$ cat src/rtl/countdown_timer_pkg.sv
// Shared types and constants for the MM:SS BCD countdown timer.
// Holds the FSM state encoding, digit limits and the load clamp helper.
package countdown_timer_pkg;

  typedef enum logic [1:0] {
    ST_IDLE    = 2'd0,
    ST_RUN     = 2'd1,
    ST_PAUSE   = 2'd2,
    ST_EXPIRED = 2'd3
  } state_e;

  localparam logic [3:0] SEC_TENS_MAX = 4'd5;
  localparam logic [3:0] DIGIT_MAX    = 4'd9;

  function automatic logic [3:0] clamp_digit(input logic [3:0] val, input logic [3:0] lim);
    return (val > lim) ? lim : val;
  endfunction

endpackage

$ cat src/rtl/countdown_timer_bcd_down_digit.sv
// One BCD down-counting digit: load has priority over decrement, and
// decrementing from zero reloads the digit maximum and raises borrow.
module bcd_down_digit (
  input  logic       clk,
  input  logic       rst_n,
  input  logic       ld,
  input  logic [3:0] ld_val,
  input  logic [3:0] max,
  input  logic       dec,
  output logic [3:0] q,
  output logic       is_zero,
  output logic       borrow
);

  logic [3:0] q_q;
  logic [3:0] q_d;

  always_comb begin
    q_d = q_q;
    if (ld) begin
      q_d = ld_val;
    end else if (dec) begin
      q_d = (q_q == 4'd0) ? max : (q_q - 4'd1);
    end
  end

  always_ff @(posedge clk) begin
    if (!rst_n) begin
      q_q <= 4'd0;
    end else begin
      q_q <= q_d;
    end
  end

  assign q       = q_q;
  assign is_zero = (q_q == 4'd0);
  assign borrow  = dec & (q_q == 4'd0);

endmodule

$ cat src/rtl/countdown_timer.sv
// MM:SS BCD countdown timer driven by the rising edge of the divided tick.
// Holds the control FSM, tick edge detector, load clamp and borrow chain.
module countdown_timer
  import countdown_timer_pkg::*;
#(
  parameter logic [3:0] MAX_MIN_TENS = 4'd9
) (
  input  logic       clk,
  input  logic       rst_n,
  input  logic       tick_in,
  input  logic       load,
  input  logic [7:0] ld_min,
  input  logic [7:0] ld_sec,
  input  logic       start,
  input  logic       pause,
  input  logic       clear,
  input  logic       ack,
  output logic [7:0] min_bcd,
  output logic [7:0] sec_bcd,
  output logic       running,
  output logic       expired,
  output logic       done
);

  state_e     state_q, state_d;
  logic       done_q, done_d;
  logic       tick_d_q;
  logic       tick_rise;

  logic       ld_en, ld_zero, count_en;
  logic [3:0] so_q, st_q, mo_q, mt_q;
  logic       so_zero, st_zero, mo_zero, mt_zero;
  logic       so_borrow, st_borrow, mo_borrow, mt_borrow;
  logic       count_zero, count_one;
  logic [3:0] so_ld, st_ld, mo_ld, mt_ld;

  assign tick_rise  = tick_in & ~tick_d_q;
  assign count_zero = so_zero & st_zero & mo_zero & mt_zero;
  assign count_one  = (so_q == 4'd1) & st_zero & mo_zero & mt_zero;

  // clear reuses the digit load path with an all-zero value
  assign so_ld = ld_zero ? 4'd0 : clamp_digit(ld_sec[3:0], DIGIT_MAX);
  assign st_ld = ld_zero ? 4'd0 : clamp_digit(ld_sec[7:4], SEC_TENS_MAX);
  assign mo_ld = ld_zero ? 4'd0 : clamp_digit(ld_min[3:0], DIGIT_MAX);
  assign mt_ld = ld_zero ? 4'd0 : clamp_digit(ld_min[7:4], MAX_MIN_TENS);

  always_comb begin
    state_d  = state_q;
    done_d   = 1'b0;
    ld_en    = 1'b0;
    ld_zero  = 1'b0;
    count_en = 1'b0;
    if (clear) begin
      state_d = ST_IDLE;
      ld_en   = 1'b1;
      ld_zero = 1'b1;
    end else if (load && (state_q != ST_RUN)) begin
      state_d = ST_IDLE;
      ld_en   = 1'b1;
    end else begin
      case (state_q)
        ST_IDLE, ST_PAUSE: begin
          if (start && !count_zero) state_d = ST_RUN;
        end
        ST_RUN: begin
          // pause beats a coincident tick; that tick is dropped
          if (pause) begin
            state_d = ST_PAUSE;
          end else if (tick_rise && !count_zero) begin
            count_en = 1'b1;
            if (count_one) begin
              state_d = ST_EXPIRED;
              done_d  = 1'b1;
            end
          end
        end
        ST_EXPIRED: begin
          if (ack) state_d = ST_IDLE;
        end
        default: state_d = ST_IDLE;
      endcase
    end
  end

  always_ff @(posedge clk) begin
    if (!rst_n) begin
      state_q  <= ST_IDLE;
      done_q   <= 1'b0;
      tick_d_q <= tick_in;
    end else begin
      state_q  <= state_d;
      done_q   <= done_d;
      tick_d_q <= tick_in;
    end
  end

  bcd_down_digit u_sec_ones (
    .clk(clk), .rst_n(rst_n), .ld(ld_en), .ld_val(so_ld), .max(DIGIT_MAX),
    .dec(count_en), .q(so_q), .is_zero(so_zero), .borrow(so_borrow)
  );

  bcd_down_digit u_sec_tens (
    .clk(clk), .rst_n(rst_n), .ld(ld_en), .ld_val(st_ld), .max(SEC_TENS_MAX),
    .dec(so_borrow), .q(st_q), .is_zero(st_zero), .borrow(st_borrow)
  );

  bcd_down_digit u_min_ones (
    .clk(clk), .rst_n(rst_n), .ld(ld_en), .ld_val(mo_ld), .max(DIGIT_MAX),
    .dec(st_borrow), .q(mo_q), .is_zero(mo_zero), .borrow(mo_borrow)
  );

  bcd_down_digit u_min_tens (
    .clk(clk), .rst_n(rst_n), .ld(ld_en), .ld_val(mt_ld), .max(MAX_MIN_TENS),
    .dec(mo_borrow), .q(mt_q), .is_zero(mt_zero), .borrow(mt_borrow)
  );

  assign min_bcd = {mt_q, mo_q};
  assign sec_bcd = {st_q, so_q};
  assign running = (state_q == ST_RUN);
  assign expired = (state_q == ST_EXPIRED);
  assign done    = done_q;

endmodule

$ cat config.mk
export PLATFORM = sky130hd
export DESIGN_NAME = countdown_timer
export DESIGN_NICKNAME = d
export VERILOG_FILES = /design/src/rtl/countdown_timer_pkg.sv /design/src/rtl/countdown_timer_bcd_down_digit.sv /design/src/rtl/countdown_timer.sv
export SDC_FILE = /design/constraint.sdc
export NUM_CORES = 1
export LEC_CHECK = 0
export ABC_CLOCK_PERIOD_IN_PS = 3170
export CORE_UTILIZATION = 48
export DETAILED_ROUTE_END_ITERATION = 12
export PLACE_DENSITY = 0.77
export SLEW_MARGIN = 20
export SYNTH_ARGS = -nofsm -noshare
export SYNTH_HDL_FRONTEND = slang
export SYNTH_HIERARCHICAL = 1
export SYNTH_SLANG_ARGS = --single-unit
$ cat constraint.sdc
create_clock -name clk -period 3.17 [get_ports clk]
set_input_delay 0.4755 -clock clk [delete_from_list [all_inputs] [get_ports clk]]
set_output_delay 0.4755 -clock clk [all_outputs]
set_load 0.02 [all_outputs]
After elaboration in Yosys (flattened, before gate mapping)
Index checks and enable logic that the tools add are counted.
{"block": "word_totals", "output_inout_bits": 19, "word_cells": 90, "ff_bits": 20}
{"block": "op_classes", "bitwise_logic": 14, "mux": 35, "n_eq_ne": 9, "n_reduce_logical": 17, "n_addsub": 4, "magnitude_cmp": 4}
{"operator": "$mux 4", "n": 20}
{"operator": "$logic_not 4->1", "n": 4}
{"operator": "$sub 4x1->4 const B", "n": 4}
{"operator": "$gt 4x4->1 const B", "n": 3}
{"operator": "$and 1x1->1", "n": 10}
{"operator": "$mux 2", "n": 5}
{"operator": "$mux 1", "n": 9}
{"operator": "$reduce_bool 2->1", "n": 4}
{"operator": "$ne 3x2->1 const B", "n": 2}
{"operator": "$pmux 2 s3", "n": 1}
{"operator": "$reduce_or 6->1", "n": 1}
{"operator": "$eq 2x2->1 const B", "n": 2}
{"operator": "$eq 4x1->1 const B", "n": 1}
{"operator": "$gt 4x3->1 const B", "n": 1}
{"operator": "$ne 2x2->1 const B", "n": 2}
{"operator": "$not 1->1", "n": 4}
{"operator": "$reduce_and 4->1", "n": 1}
{"operator": "$logic_and 1x1->1", "n": 3}
{"operator": "$reduce_or 3->1", "n": 1}
{"operator": "$eq 2x1->1 const B", "n": 1}
{"operator": "$logic_not 2->1", "n": 1}
{"operator": "$ne 2x1->1 const B", "n": 1}
{"operator": "$reduce_or 2->1", "n": 1}
{"operator": "$logic_not 1->1", "n": 1}

Logic depth before layout (Yosys ltp)
{"block": "logic_depth", "ltp_word": 16, "ltp_mapped": 16, "mapped_depth_nobuf": 12}

Modules after synthesis
Netlist, hierarchy kept.
{"mod": "bcd_down_digit", "cells_per_inst": 38, "area_per_inst_um2": 295.3, "seq_area_each_um2": 80.1, "instances": 4}
{"mod": "countdown_timer", "cells_per_inst": 53, "area_per_inst_um2": 384.1, "seq_area_each_um2": 80.1, "instances": 1}

Worst setup path after synthesis
OpenSTA, ideal clock, no wires.
{"block": "synth_timing", "kind": "register to register", "from": "register u_sec_ones.q_q[0] (netlist: u_sec_ones/q[0])", "to": "register u_min_tens.q_q[2] (netlist: u_min_tens/q[2])", "path_stages_with_launch": 17, "path_buffers": 4, "path_slack_ns": 0.257, "arrival_time_ns": 2.843, "period_less_slack_ns": 2.913, "cell_sequence": "dfxtp_1 > inv_1 > ha_1 > nor3b_2 > nand4_1 > nand2b_1 > nor4_1 > buf_2 > and2_1 > buf_2 > and2_1 > buf_2 > and2_1 > buf_2 > nand2_1 > or3_1 > a21oi_1"}
{"block": "synth_via", "elab_chain_len": 15}
{"item": "start: declaration", "line": "countdown_timer_bcd_down_digit.sv:15", "rtl": "logic [3:0] q_q;"}
{"item": "start signal: assignment", "line": "countdown_timer_bcd_down_digit.sv:31", "rtl": "q_q <= q_d;"}
{"item": "$logic_not 4->1", "line": "countdown_timer_bcd_down_digit.sv:36", "rtl": "assign is_zero = (q_q == 4'd0);"}
{"item": "net so_zero", "line": "countdown_timer.sv:32", "rtl": "logic so_zero, st_zero, mo_zero, mt_zero;"}
{"item": "$and 1x1->1 (3 in a row)", "line": "countdown_timer.sv:38", "rtl": "assign count_zero = so_zero & st_zero & mo_zero & mt_zero;"}
{"item": "$logic_not 1->1", "line": "countdown_timer.sv:69", "rtl": "end else if (tick_rise && !count_zero) begin"}
{"item": "$logic_and 1x1->1", "line": "countdown_timer.sv:69"}
{"item": "$mux 1", "line": "countdown_timer.sv:69"}
{"item": "$mux 1", "line": "countdown_timer.sv:67", "rtl": "if (pause) begin"}
{"item": "$mux 1", "line": "countdown_timer.sv:61", "rtl": "case (state_q)"}
{"item": "[2 not listed]"}
{"item": "net count_en", "line": "countdown_timer.sv:30", "rtl": "logic ld_en, ld_zero, count_en;"}
{"item": "$and 1x1->1", "line": "countdown_timer_bcd_down_digit.sv:37", "rtl": "assign borrow = dec & (q_q == 4'd0);"}
{"item": "net so_borrow", "line": "countdown_timer.sv:33", "rtl": "logic so_borrow, st_borrow, mo_borrow, mt_borrow;"}
{"item": "$and 1x1->1", "line": "countdown_timer_bcd_down_digit.sv:37"}
{"item": "net st_borrow", "line": "countdown_timer.sv:33"}
{"item": "$and 1x1->1", "line": "countdown_timer_bcd_down_digit.sv:37"}
{"item": "net mo_borrow", "line": "countdown_timer.sv:33"}
{"item": "$reduce_bool 2->1 (no line)"}
{"item": "end signal: assignment", "line": "countdown_timer_bcd_down_digit.sv:31"}
{"item": "end: declaration", "line": "countdown_timer_bcd_down_digit.sv:15"}
The timed path passes the listed nets, and every way through them passes these cells.
A chain may end at the register's enable or synchronous reset.

Final worst setup path
Ends and elaborated chain as after synthesis.

==> results.toml <==
[setup_path]
cp_cell_sequence = "inv_1, ha_1, nor3b_2, nand4_1, nand2b_1, nor4_1, and2_1, and2_1, and2_1, nand2_1, or3_1, a21oi_1"
cp_data_arrival_time_ns = 2.90
cp_common_cell = "and2_1"
path_class = "reg2reg"
end_kind = "flop"
max_stage_delay_ns = 0.45
start_kind = "flop"
crit_buf_inv = 1
cp_max_fo = 8
worst_ep_required_time_ns = 3.42
critPathTopFamily = "simple AND/OR/NAND/NOR gates"
crit_path_top_delay_cell = "dfxtp_1"

[pwr]
power_mw = 0.6017
power.internal_mw = 0.4067
p_switching_mw = 0.1951
clkPwrFrac_pct = 20.9
p_leak_nw = 0.7830
vdd_drop_max_mv = 0.1711
power.density_mw_per_mm2 = 281.4
power.share.switching_pct = 32.42
comb_power_share_pct = 32.0
seqPwrFrac_pct = 47.1

[yosys]
synth_area_mm2 = 0.001559
yosys_warnings = 6
syn_area_per_cell_um2 = 7.642
syn_inst = 204

[die]
die_y_um = 58.99
dieArea_mm2 = 0.003480
start_util_pct = 50.65
core_mm2 = 0.003078
dieWidth_um = 58.99
row_count = 20
ios = 43

[layout]
nNetsFinal = 295
drive_above_1_share_pct = 6.038
syn_to_final_growth_pct = 37.16
diodes = 0

[status]
status = "finished clean"

[global_route]
grt_pass1_vias = 1383
grt_first_pass_wirelength_um = 6023
grt_overflow_total = 0
track_usage_pct = 22.63
antenna_found_initial = 0
grt_start_max_net_pins = 22

[drt]
route.detailed.drc = 0
drt_iter0_drc = 65
via_per_inst = 5.372
drt_wl_total_um = 3730
num_vias = 1660
antenna_left = 0
wire_per_inst_um = 12.07
dr.pass1.iters = 4

[clock_network]
postCtsResizedCells = 0
clock_latency_ns = 0.31
cts-htree-levels = 1
clock_sinks = 20
numCtsBuffers = 3
clock-root-buffer = "clkbuf_4"
clk_pin_slew_worst_paths_ns = 0.12
cts_buffer_depth = 2
post_cts_buffers = 0
cts_hold_buf = 0
cts_tree = "done"

[min_path]
hold_path_class = "reg2reg"

[sta]
fmax_mhz = 377.7
period_share_pct = 83.51
rsz0062_at_grt = "false"
tns_ns = 0
period_minus_slack_ns = 2.647
skew_ns = 0.005303
drv_slew = 0
hold_viol_final = 0
setup_viol = 0

[placement]
io_buffer_count = 42
gp_congestion = 0.8175
hpwl_um = 2824

[flow_run]
maxCapViolations = 0
## worst reg2reg max path, stage by stage, from the launching register on
cell	delay [ns]
dfxtp_1	0.45
inv_1	0.07
ha_1	0.25
nor3b_2	0.21
nand4_1	0.13
nand2b_1	0.09
nor4_1	0.23
and2_1	0.20
and2_1	0.13
and2_1	0.26
nand2_1	0.10
or3_1	0.35
a21oi_1	0.12
## cell type report
type                       instances  area (um2)
tap                               44       55.05
timing repair buffer              49       473.0
inverter                          16       60.06
fill                             290       939.7
sequential                        20       400.4
clock buffer                       3       22.52
multi-input combinational        177        1127
## worst paths after layout
check | start | endpoint | slack, ns | cells past startpoint
max | u_sec_ones/q[0] | u_min_tens/q[2] | 0.52 | 12
min | state_q[0] | state_q[0] | 0.55 | 2
max reg2reg | u_sec_ones/q[0] | u_min_tens/q[2] | 0.52 | 12
min reg2reg | state_q[0] | state_q[0] | 0.55 | 2
## registers in the layout (all words and copies together), names as in the netlist
register,count
state_q,2
u_min_tens/q,4
u_sec_ones/q,4
tick_d_q,1
done,1
u_min_ones/q,4
u_sec_tens/q,4
## routing by layer
layer	vias up	wire, um	global-route usage, %
met5	-	0	0
met4	0	65	10.20
met3	5	125	1.310
met2	45	1730	38.80
met1	749	1808	29.23
li1	861	-	-
## power groups by stage
stage | Sequential [mW] | Clock (mW) | Combinational [mW]
detailed placement | 0.289 | 0 | 0.191
floorplan | 0.300 | 0 | 0.0937
CTS | 0.284 | 0.131 | 0.192
global route | 0.286 | 0.140 | 0.212
finish | 0.283 | 0.126 | 0.193
global placement | 0.289 | 0 | 0.189
## stage by stage
stage / std cells / instance area, um2 / worst slack [ns] / hold slack [ns] / util, %
after global placement: 306 / 2116 / 0.5884 / 0.5262 / 68.74
after detailed placement: 306 / 2116 / 0.5179 / 0.5381 / 68.74
after floorplan: 219 / 1615 / 0.2642 / 0.4970 / -
final: 309 / 2138 / 0.5227 / 0.5528 / 69.47
after CTS: 309 / 2138 / 0.5140 / 0.5544 / 69.47
after global routing: 309 / 2138 / 0.2348 / 0.5752 / 69.47
## placed cells by master (no fill, tap or decap), drive strengths merged, types with 5 or more instances in the layout
cell type	n
clkdlybuf4s50	42
inv	16
and2	8
buf	7
o41ai	5
nor2	16
nand3	5
or4b	5
conb	17
a21oi	13
nand2	12
nand2b	8
dfxtp	20
o21ai	20
nor3b	18
(Power assumes the default switching activity.)
